==> src/rtl/operand_read_if.sv <==
// rtl/operand_read_if.sv - decode, register-file, writeback and execute signals of the operand-read stage
//
// Purpose: bundles every non-clock/reset signal of operand_read.
//   slave  modport : operand_read side (drives in_ready, addr_r*, out_*)
//   master modport : environment side (decode, register file, writeback, execute)
// Signals:
//   in_valid/in_ready, in_rs1/in_rs2(+_en), in_rd(+_en), in_info : decode offer
//   addr_r1/addr_r2 -> data_r1/data_r2                           : register-file read ports
//   wb_valid, wb_addr, wb_data                                   : writeback (also writes the register file)
//   flush                                                        : kill stage contents and scoreboard
//   out_valid/out_ready, out_rs1_data/out_rs2_data, out_rd(+_en), out_info : execute side
interface operand_read_if #(
    parameter int WIDTH  = 32,
    parameter int NUM    = 32,
    parameter int INFO_W = 32,
    parameter int AW     = $clog2(NUM)
);
    logic              in_valid;
    logic              in_ready;
    logic [AW-1:0]     in_rs1;
    logic [AW-1:0]     in_rs2;
    logic              in_rs1_en;
    logic              in_rs2_en;
    logic [AW-1:0]     in_rd;
    logic              in_rd_en;
    logic [INFO_W-1:0] in_info;
    logic [AW-1:0]     addr_r1;
    logic [AW-1:0]     addr_r2;
    logic [WIDTH-1:0]  data_r1;
    logic [WIDTH-1:0]  data_r2;
    logic              wb_valid;
    logic [AW-1:0]     wb_addr;
    logic [WIDTH-1:0]  wb_data;
    logic              flush;
    logic              out_valid;
    logic              out_ready;
    logic [WIDTH-1:0]  out_rs1_data;
    logic [WIDTH-1:0]  out_rs2_data;
    logic [AW-1:0]     out_rd;
    logic              out_rd_en;
    logic [INFO_W-1:0] out_info;

    modport slave (
        input  in_valid, in_rs1, in_rs2, in_rs1_en, in_rs2_en, in_rd, in_rd_en, in_info,
        input  data_r1, data_r2, wb_valid, wb_addr, wb_data, flush, out_ready,
        output in_ready, addr_r1, addr_r2,
        output out_valid, out_rs1_data, out_rs2_data, out_rd, out_rd_en, out_info
    );

    modport master (
        output in_valid, in_rs1, in_rs2, in_rs1_en, in_rs2_en, in_rd, in_rd_en, in_info,
        output data_r1, data_r2, wb_valid, wb_addr, wb_data, flush, out_ready,
        input  in_ready, addr_r1, addr_r2,
        input  out_valid, out_rs1_data, out_rs2_data, out_rd, out_rd_en, out_info
    );
endinterface

==> src/rtl/operand_read.sv <==
// rtl/operand_read.sv - issue-side operand read with pending scoreboard and output pipeline register
//
// Purpose: drives register-file read addresses, resolves source operands (x0 -> 0,
// optional same-cycle writeback forwarding), stalls on pending sources, and holds
// the resolved instruction in a valid/ready register for execute.
// Ports:
//   clock   : rising-edge clock
//   reset_n : asynchronous active-low reset
//   bus     : operand_read_if.slave (decode, register file, writeback, flush, execute)
// Configuration macro:
//   OPREAD_BYPASS_EN : when defined, a matching wb_valid satisfies the pending check and
//                      wb_data is forwarded into the operand in the same cycle.
module operand_read #(
    parameter int WIDTH  = 32,
    parameter int NUM    = 32,
    parameter int INFO_W = 32,
    parameter int AW     = $clog2(NUM)
) (
    input  logic          clock,
    input  logic          reset_n,
    operand_read_if.slave bus
);
    logic [NUM-1:0]    pending_q, pending_d;
    logic              out_valid_q, out_valid_d;
    logic [WIDTH-1:0]  rs1_data_q, rs1_data_d;
    logic [WIDTH-1:0]  rs2_data_q, rs2_data_d;
    logic [AW-1:0]     rd_q, rd_d;
    logic              rd_en_q, rd_en_d;
    logic [INFO_W-1:0] info_q, info_d;

    logic              haz1, haz2, ready, accept;
    logic              wb_hit1, wb_hit2;
    logic [WIDTH-1:0]  rs1_val, rs2_val;

    always_comb begin
        wb_hit1 = 1'b0;
        wb_hit2 = 1'b0;
`ifdef OPREAD_BYPASS_EN
        wb_hit1 = bus.wb_valid && (bus.wb_addr == bus.in_rs1);
        wb_hit2 = bus.wb_valid && (bus.wb_addr == bus.in_rs2);
`endif
        haz1   = bus.in_rs1_en && pending_q[bus.in_rs1] && !wb_hit1;
        haz2   = bus.in_rs2_en && pending_q[bus.in_rs2] && !wb_hit2;
        ready  = (!out_valid_q || bus.out_ready) && !haz1 && !haz2 && !bus.flush;
        accept = bus.in_valid && ready;

        // x0 always reads as zero regardless of what the register file returns.
        rs1_val = wb_hit1 ? bus.wb_data : bus.data_r1;
        rs2_val = wb_hit2 ? bus.wb_data : bus.data_r2;
        if (bus.in_rs1 == '0) rs1_val = '0;
        if (bus.in_rs2 == '0) rs2_val = '0;

        // Clear first, then set: a new producer accepted in the writeback cycle
        // of an older producer of the same register keeps the bit pending.
        pending_d = pending_q;
        if (bus.wb_valid && bus.wb_addr != '0) pending_d[bus.wb_addr] = 1'b0;
        if (accept && bus.in_rd_en && bus.in_rd != '0) pending_d[bus.in_rd] = 1'b1;
        if (bus.flush) pending_d = '0;
        pending_d[0] = 1'b0;

        out_valid_d = out_valid_q;
        rs1_data_d  = rs1_data_q;
        rs2_data_d  = rs2_data_q;
        rd_d        = rd_q;
        rd_en_d     = rd_en_q;
        info_d      = info_q;
        if (bus.flush) begin
            out_valid_d = 1'b0;
        end else if (accept) begin
            out_valid_d = 1'b1;
            rs1_data_d  = rs1_val;
            rs2_data_d  = rs2_val;
            rd_d        = bus.in_rd;
            rd_en_d     = bus.in_rd_en;
            info_d      = bus.in_info;
        end else if (out_valid_q && bus.out_ready) begin
            out_valid_d = 1'b0;
        end
    end

    always_ff @(posedge clock or negedge reset_n) begin
        if (!reset_n) begin
            pending_q   <= '0;
            out_valid_q <= 1'b0;
            rs1_data_q  <= '0;
            rs2_data_q  <= '0;
            rd_q        <= '0;
            rd_en_q     <= 1'b0;
            info_q      <= '0;
        end else begin
            pending_q   <= pending_d;
            out_valid_q <= out_valid_d;
            rs1_data_q  <= rs1_data_d;
            rs2_data_q  <= rs2_data_d;
            rd_q        <= rd_d;
            rd_en_q     <= rd_en_d;
            info_q      <= info_d;
        end
    end

    assign bus.in_ready     = ready;
    assign bus.addr_r1      = bus.in_rs1;
    assign bus.addr_r2      = bus.in_rs2;
    assign bus.out_valid    = out_valid_q;
    assign bus.out_rs1_data = rs1_data_q;
    assign bus.out_rs2_data = rs2_data_q;
    assign bus.out_rd       = rd_q;
    assign bus.out_rd_en    = rd_en_q;
    assign bus.out_info     = info_q;
endmodule
==> src/flat_wrapper.sv <==
// flat-port wrapper written by rule: the top's interface ports become plain ports
module operand_read_flat 
#(
    parameter int WIDTH  = 32,
    parameter int NUM    = 32,
    parameter int INFO_W = 32,
    parameter int AW     = $clog2(NUM)
)
  (clock, reset_n, bus_in_valid, bus_in_rs1, bus_in_rs2, bus_in_rs1_en, bus_in_rs2_en, bus_in_rd, bus_in_rd_en, bus_in_info, bus_data_r1, bus_data_r2, bus_wb_valid, bus_wb_addr, bus_wb_data, bus_flush, bus_out_ready, bus_in_ready, bus_addr_r1, bus_addr_r2, bus_out_valid, bus_out_rs1_data, bus_out_rs2_data, bus_out_rd, bus_out_rd_en, bus_out_info);
  operand_read_if #(.WIDTH(WIDTH), .NUM(NUM), .INFO_W(INFO_W), .AW(AW)) bus_i ();
  input  logic clock;
  input  logic reset_n;
  input wire logic [$bits(bus_i.in_valid)-1:0] bus_in_valid;
  input wire logic [$bits(bus_i.in_rs1)-1:0] bus_in_rs1;
  input wire logic [$bits(bus_i.in_rs2)-1:0] bus_in_rs2;
  input wire logic [$bits(bus_i.in_rs1_en)-1:0] bus_in_rs1_en;
  input wire logic [$bits(bus_i.in_rs2_en)-1:0] bus_in_rs2_en;
  input wire logic [$bits(bus_i.in_rd)-1:0] bus_in_rd;
  input wire logic [$bits(bus_i.in_rd_en)-1:0] bus_in_rd_en;
  input wire logic [$bits(bus_i.in_info)-1:0] bus_in_info;
  input wire logic [$bits(bus_i.data_r1)-1:0] bus_data_r1;
  input wire logic [$bits(bus_i.data_r2)-1:0] bus_data_r2;
  input wire logic [$bits(bus_i.wb_valid)-1:0] bus_wb_valid;
  input wire logic [$bits(bus_i.wb_addr)-1:0] bus_wb_addr;
  input wire logic [$bits(bus_i.wb_data)-1:0] bus_wb_data;
  input wire logic [$bits(bus_i.flush)-1:0] bus_flush;
  input wire logic [$bits(bus_i.out_ready)-1:0] bus_out_ready;
  output wire logic [$bits(bus_i.in_ready)-1:0] bus_in_ready;
  output wire logic [$bits(bus_i.addr_r1)-1:0] bus_addr_r1;
  output wire logic [$bits(bus_i.addr_r2)-1:0] bus_addr_r2;
  output wire logic [$bits(bus_i.out_valid)-1:0] bus_out_valid;
  output wire logic [$bits(bus_i.out_rs1_data)-1:0] bus_out_rs1_data;
  output wire logic [$bits(bus_i.out_rs2_data)-1:0] bus_out_rs2_data;
  output wire logic [$bits(bus_i.out_rd)-1:0] bus_out_rd;
  output wire logic [$bits(bus_i.out_rd_en)-1:0] bus_out_rd_en;
  output wire logic [$bits(bus_i.out_info)-1:0] bus_out_info;
  assign bus_i.in_valid = bus_in_valid;
  assign bus_i.in_rs1 = bus_in_rs1;
  assign bus_i.in_rs2 = bus_in_rs2;
  assign bus_i.in_rs1_en = bus_in_rs1_en;
  assign bus_i.in_rs2_en = bus_in_rs2_en;
  assign bus_i.in_rd = bus_in_rd;
  assign bus_i.in_rd_en = bus_in_rd_en;
  assign bus_i.in_info = bus_in_info;
  assign bus_i.data_r1 = bus_data_r1;
  assign bus_i.data_r2 = bus_data_r2;
  assign bus_i.wb_valid = bus_wb_valid;
  assign bus_i.wb_addr = bus_wb_addr;
  assign bus_i.wb_data = bus_wb_data;
  assign bus_i.flush = bus_flush;
  assign bus_i.out_ready = bus_out_ready;
  assign bus_in_ready = bus_i.in_ready;
  assign bus_addr_r1 = bus_i.addr_r1;
  assign bus_addr_r2 = bus_i.addr_r2;
  assign bus_out_valid = bus_i.out_valid;
  assign bus_out_rs1_data = bus_i.out_rs1_data;
  assign bus_out_rs2_data = bus_i.out_rs2_data;
  assign bus_out_rd = bus_i.out_rd;
  assign bus_out_rd_en = bus_i.out_rd_en;
  assign bus_out_info = bus_i.out_info;
  operand_read #(.WIDTH(WIDTH), .NUM(NUM), .INFO_W(INFO_W), .AW(AW)) u_core (.clock(clock), .reset_n(reset_n), .bus(bus_i));
endmodule
==> config.mk <==
export PLATFORM = sky130hd
export DESIGN_NAME = operand_read_flat
export DESIGN_NICKNAME = d
export VERILOG_FILES = /design/src/rtl/operand_read_if.sv /design/src/rtl/operand_read.sv /design/src/flat_wrapper.sv
export SDC_FILE = /design/constraint.sdc
export NUM_CORES = 1
export LEC_CHECK = 0
export CAP_MARGIN = 20
export CELL_PAD_IN_SITES_DETAIL_PLACEMENT = 1
export CELL_PAD_IN_SITES_GLOBAL_PLACEMENT = 1
export CORE_ASPECT_RATIO = 0.5
export CORE_MARGIN = 10
export CORE_UTILIZATION = 34
export CTS_BUF_LIST = sky130_fd_sc_hd__clkbuf_2
export DETAILED_ROUTE_END_ITERATION = 6
export MAX_ROUTING_LAYER = met4
export PLACE_DENSITY_LB_ADDON = 0.1
export SLEW_MARGIN = 20
export SYNTH_ARGS = -nofsm -noshare
export SYNTH_HDL_FRONTEND = slang
export SYNTH_SLANG_ARGS = --single-unit
==> constraint.sdc <==
create_clock -name clock -period 4.61 [get_ports clock]
set_input_delay 0.922 -clock clock [delete_from_list [all_inputs] [get_ports clock]]
set_output_delay 0.922 -clock clock [all_outputs]
set_load 0.03 [all_outputs]
==> reports/summary.md <==
The number of setup buffers added after CTS is 0, and the width of the die is 216.9 um. The run gives 9151 um^2 as the total cell area at the placement stage. Counting I/O delays and the setup requirement, the final critical path takes 4.370 ns.

Among all flip-flop cells after synthesis, the most frequent one is dfrtp_1. The number of maximum-capacitance constraint violations is 0. Biggest area consumer among synthesized cells: dfrtp_1.

For the worst setup path, the data arrival time is 3.45 ns. STA puts the critical path data required time at 3.69 ns. In this run the static leakage power is 0.004490 uW.

The proportion of register bits with asynchronous set or reset after synthesis came out at 1.000. The total number of H-tree levels was 4. In the routed design, unresolved DRC markers number 0.

The post-cts hold buffer count is 0. Yosys mapped a number of flops with a built-in enable equal to 0. Family with the most delay on the worst path: multiplexers.

Using the TritonRoute via totals, the vias-per-cell ratio works out to 4.860. After global routing the overflow that remains totals 0. The pre-antenna-repair detailed-routing pass consisted of 4 iterations. Buffers placed on the I/O ports in this run total 238. The initial core utilization is 0.3525, and the power density over the cells is 400.7 nW/um^2. The commonest cells after synthesis are dfrtp_1, nand2_1, inv_1, mux2i_1, mux2_2. The number of global-route vias before repair was 5,877; the HPWL after detailed placement was 17,140 um.

The start-to-end type of the worst setup path was in -> out. The path depth of the worst reg2reg path is 6. At the pin with the least slew margin, the transition time is 0.7691 ns.

The logic depth of the worst setup path including buffers is 7. In this run the worst hold path is classified as in -> async. The detailed router placed 5,370 vias in this run. The final max-slew violation count was 0; the setup skew after layout was 0.04607 ns.

The share of the synthesized area in the top cell type works out to 0.5087. Setup violations remaining at the end of the flow were counted as 0. The critical-path maximum fanout is 11. The flop and latch count out of synthesis was 134; the global-route wire length before repair was 35,220 um.

The logs give 990 for the number of nets in the layout and 228.8 MHz for the maximum achievable frequency. The number of standard cells in the final layout excluding fillers is 1,105. The number of buffers and inverters on the critical path works out to 3.

Across the VDD grid, the largest voltage drop is 0.2575 mV. Gates resized during post-CTS repair numbered 0. Clock tree synthesis inserted a total of 17 buffers. In this run the deepest clock path goes through 2 buffers. Entering global routing, the biggest net connects 81 pins.

Setup total negative slack on the finished layout was measured at 0 ns. At the later pin of the worst-skew pair, clock insertion delay measures 0.71 ns. The final period utilization is 0.9479, and the worst slew margin relative to its limit is 0.4873.

The die is 118.5 um tall. Synthesis produced a netlist whose cell count is 607. Counting distinct cell types in the post-synthesis netlist gives 35. Overall fraction of global-route tracks in use: 0.1800.

The most repeated cell in the gate-level netlist after synthesis is dfrtp_1. Startpoint type of the worst setup path: a primary input. In this run the count of I/O pins placed on the die edge is 271.

The area of all placed cells without fillers is 9423 um^2. The average cell area after synthesis is 10.86 um^2, and the post-synthesis sequential area ratio is 0.5087. The run gives 1 as the number of antenna violations at the first check in global routing. Routability-driven placement congestion ratio: 0.8051. The share of layout cells above drive strength 1 works out to 0.1183. Once detail routing completed, the nets flagged for antenna violations numbered 0. The synthesized cell area was 6591 um^2. The largest single stage delay on the critical path is 0.55 ns. After layout, the design draws a total of 3775 uW.

In the final routed layout, each cell accounts on average for 20.54 um. The kind of end point of the critical path was an output pin. The total of warnings raised by yosys is 0. Setup repair after global routing left no endpoint under its margin.

Clock-pin slew was measured on the worst setup and hold paths at 0.24 ns. The largest individual stage delay along the critical path comes from the cell mux4_2. From synthesis to final layout, the design area changed by 42.96%. The total number of clock tree sinks is 134.

The tools report the final standard cell utilization of the core as 0.5039. The run gives 764 as the net count after synthesis. TritonCTS built the clock tree. The count of endpoints failing hold in the final timing report is 0, and the count of routing violations after the opening detailed-route iteration is 346. The region available for standard cell placement spans 18,700 um^2. The run finished with clean final reports.

The full die area was 25,690 um^2. In the post-synthesis netlist, the biggest area contributors are dfrtp_1, mux2i_1, mux2_2. The total wire length is 22,700 um, and the number of cells after detailed placement is 1,073. Walking the worst path, the cells encountered are clkdlybuf4s50_1 -> buf_4 -> mux4_2 -> mux4_2 -> o2111a_1 -> nor4_1 -> buf_4. After floorplanning, the core was divided into 35 placement rows.

The tools report the root cell of the clock tree as clkbuf_2.
-- logic make-up (layout without fill, tap and decap cells) --
group | after synthesis | in the layout | synth area share
AO/OA/AOI/OAI | 62 | 62 | 0.06568
buffers and inverters | 109 | 347 | 0.07764
flip-flops | 134 | 134 | 0.5087
multiplexers | 122 | 122 | 0.2113
other | 0 | 1 | 0
AND/OR/NAND/NOR | 180 | 180 | 0.1367
-- cell type report --
type	instances	area, um^2
fillers	2067	9276
clock inverters	14	183.9
clock buffers	17	85.08
well taps	259	324.1
multi-input cells	364	2730
inverters	66	247.7
flip-flops and latches	134	3353
diodes	1	2.502
repair buffers	250	2496
-- stage by stage --
step                      setup slack (ns)  hold WS (ns)
final                               0.2400        0.2192
after global routing                0.1508        0.1711
after CTS                           0.2379        0.1928
after detailed placement            0.2426        0.4864
after global placement              0.2869        0.4737
after floorplan                     0.3989        0.4868
-- flip-flops by register name, summed over array words and instances, names as in the netlist --
signal and flops:
u_core.bus.out_info 32, u_core.bus.out_rd 5, u_core.bus.out_rd_en 1, u_core.bus.out_rs1_data 32, u_core.bus.out_rs2_data 32, u_core.bus.out_valid 1
u_core.pending_q 31
-- layout by cell type, fill, tap and decap left out, types with 4 or more instances in the layout --
| cell type | instances |
|---|---|
| clkdlybuf4s50_1 | 236 |
| dfrtp_1 | 134 |
| nand2_1 | 93 |
| inv_1 | 66 |
| mux2i_1 | 66 |
| mux2_2 | 43 |
| o31ai_1 | 31 |
| nor2b_1 | 27 |
| nand3b_1 | 19 |
| o21ai_0 | 17 |
| clkbuf_2 | 17 |
| buf_4 | 11 |
| mux4_2 | 9 |
| nand2b_1 | 9 |
| nand3_1 | 6 |
| nor2_1 | 6 |
| a2111oi_0 | 4 |
| nor3_1 | 4 |
| nor3b_1 | 4 |
| mux2_1 | 4 |
| bufinv_16 | 4 |
-- power by group --
part	internal (uW)	switching, uW	leakage (uW)
sequential	1390	113	0.00164
clock	350	474	0.000155
combinational	630	819	0.00270
total	2370	1410	0.00449
-- per-layer routing --
layer,wire length [um],track usage,up-vias
met5,0,-,-
li1,-,-,2497
met1,9450,0.2041,2725
met4,252,0.04733,0
met3,1286,0.04863,22
met2,11710,0.3085,126
-- worst paths after layout --
check / to / slack, ns / startpoint
max in group asynchronous: u_core.bus.out_rs2_data[11]$_DFFE_PN0P_ / 3.43 / reset_n
max: bus_in_ready / 0.24 / bus_in_rs1[0]
min reg2reg: u_core.bus.out_info[31]$_DFFE_PN0P_ / 0.53 / u_core.bus.out_info[31]$_DFFE_PN0P_
max reg2reg: u_core.bus.out_rd[4]$_DFFE_PN0P_ / 1.60 / u_core.pending_q[31]$_DFF_PN0_
min in group clock: u_core.bus.out_info[31]$_DFFE_PN0P_ / 0.53 / u_core.bus.out_info[31]$_DFFE_PN0P_
min: u_core.bus.out_info[15]$_DFFE_PN0P_ / 0.22 / reset_n
(Power assumes the default switching activity.)
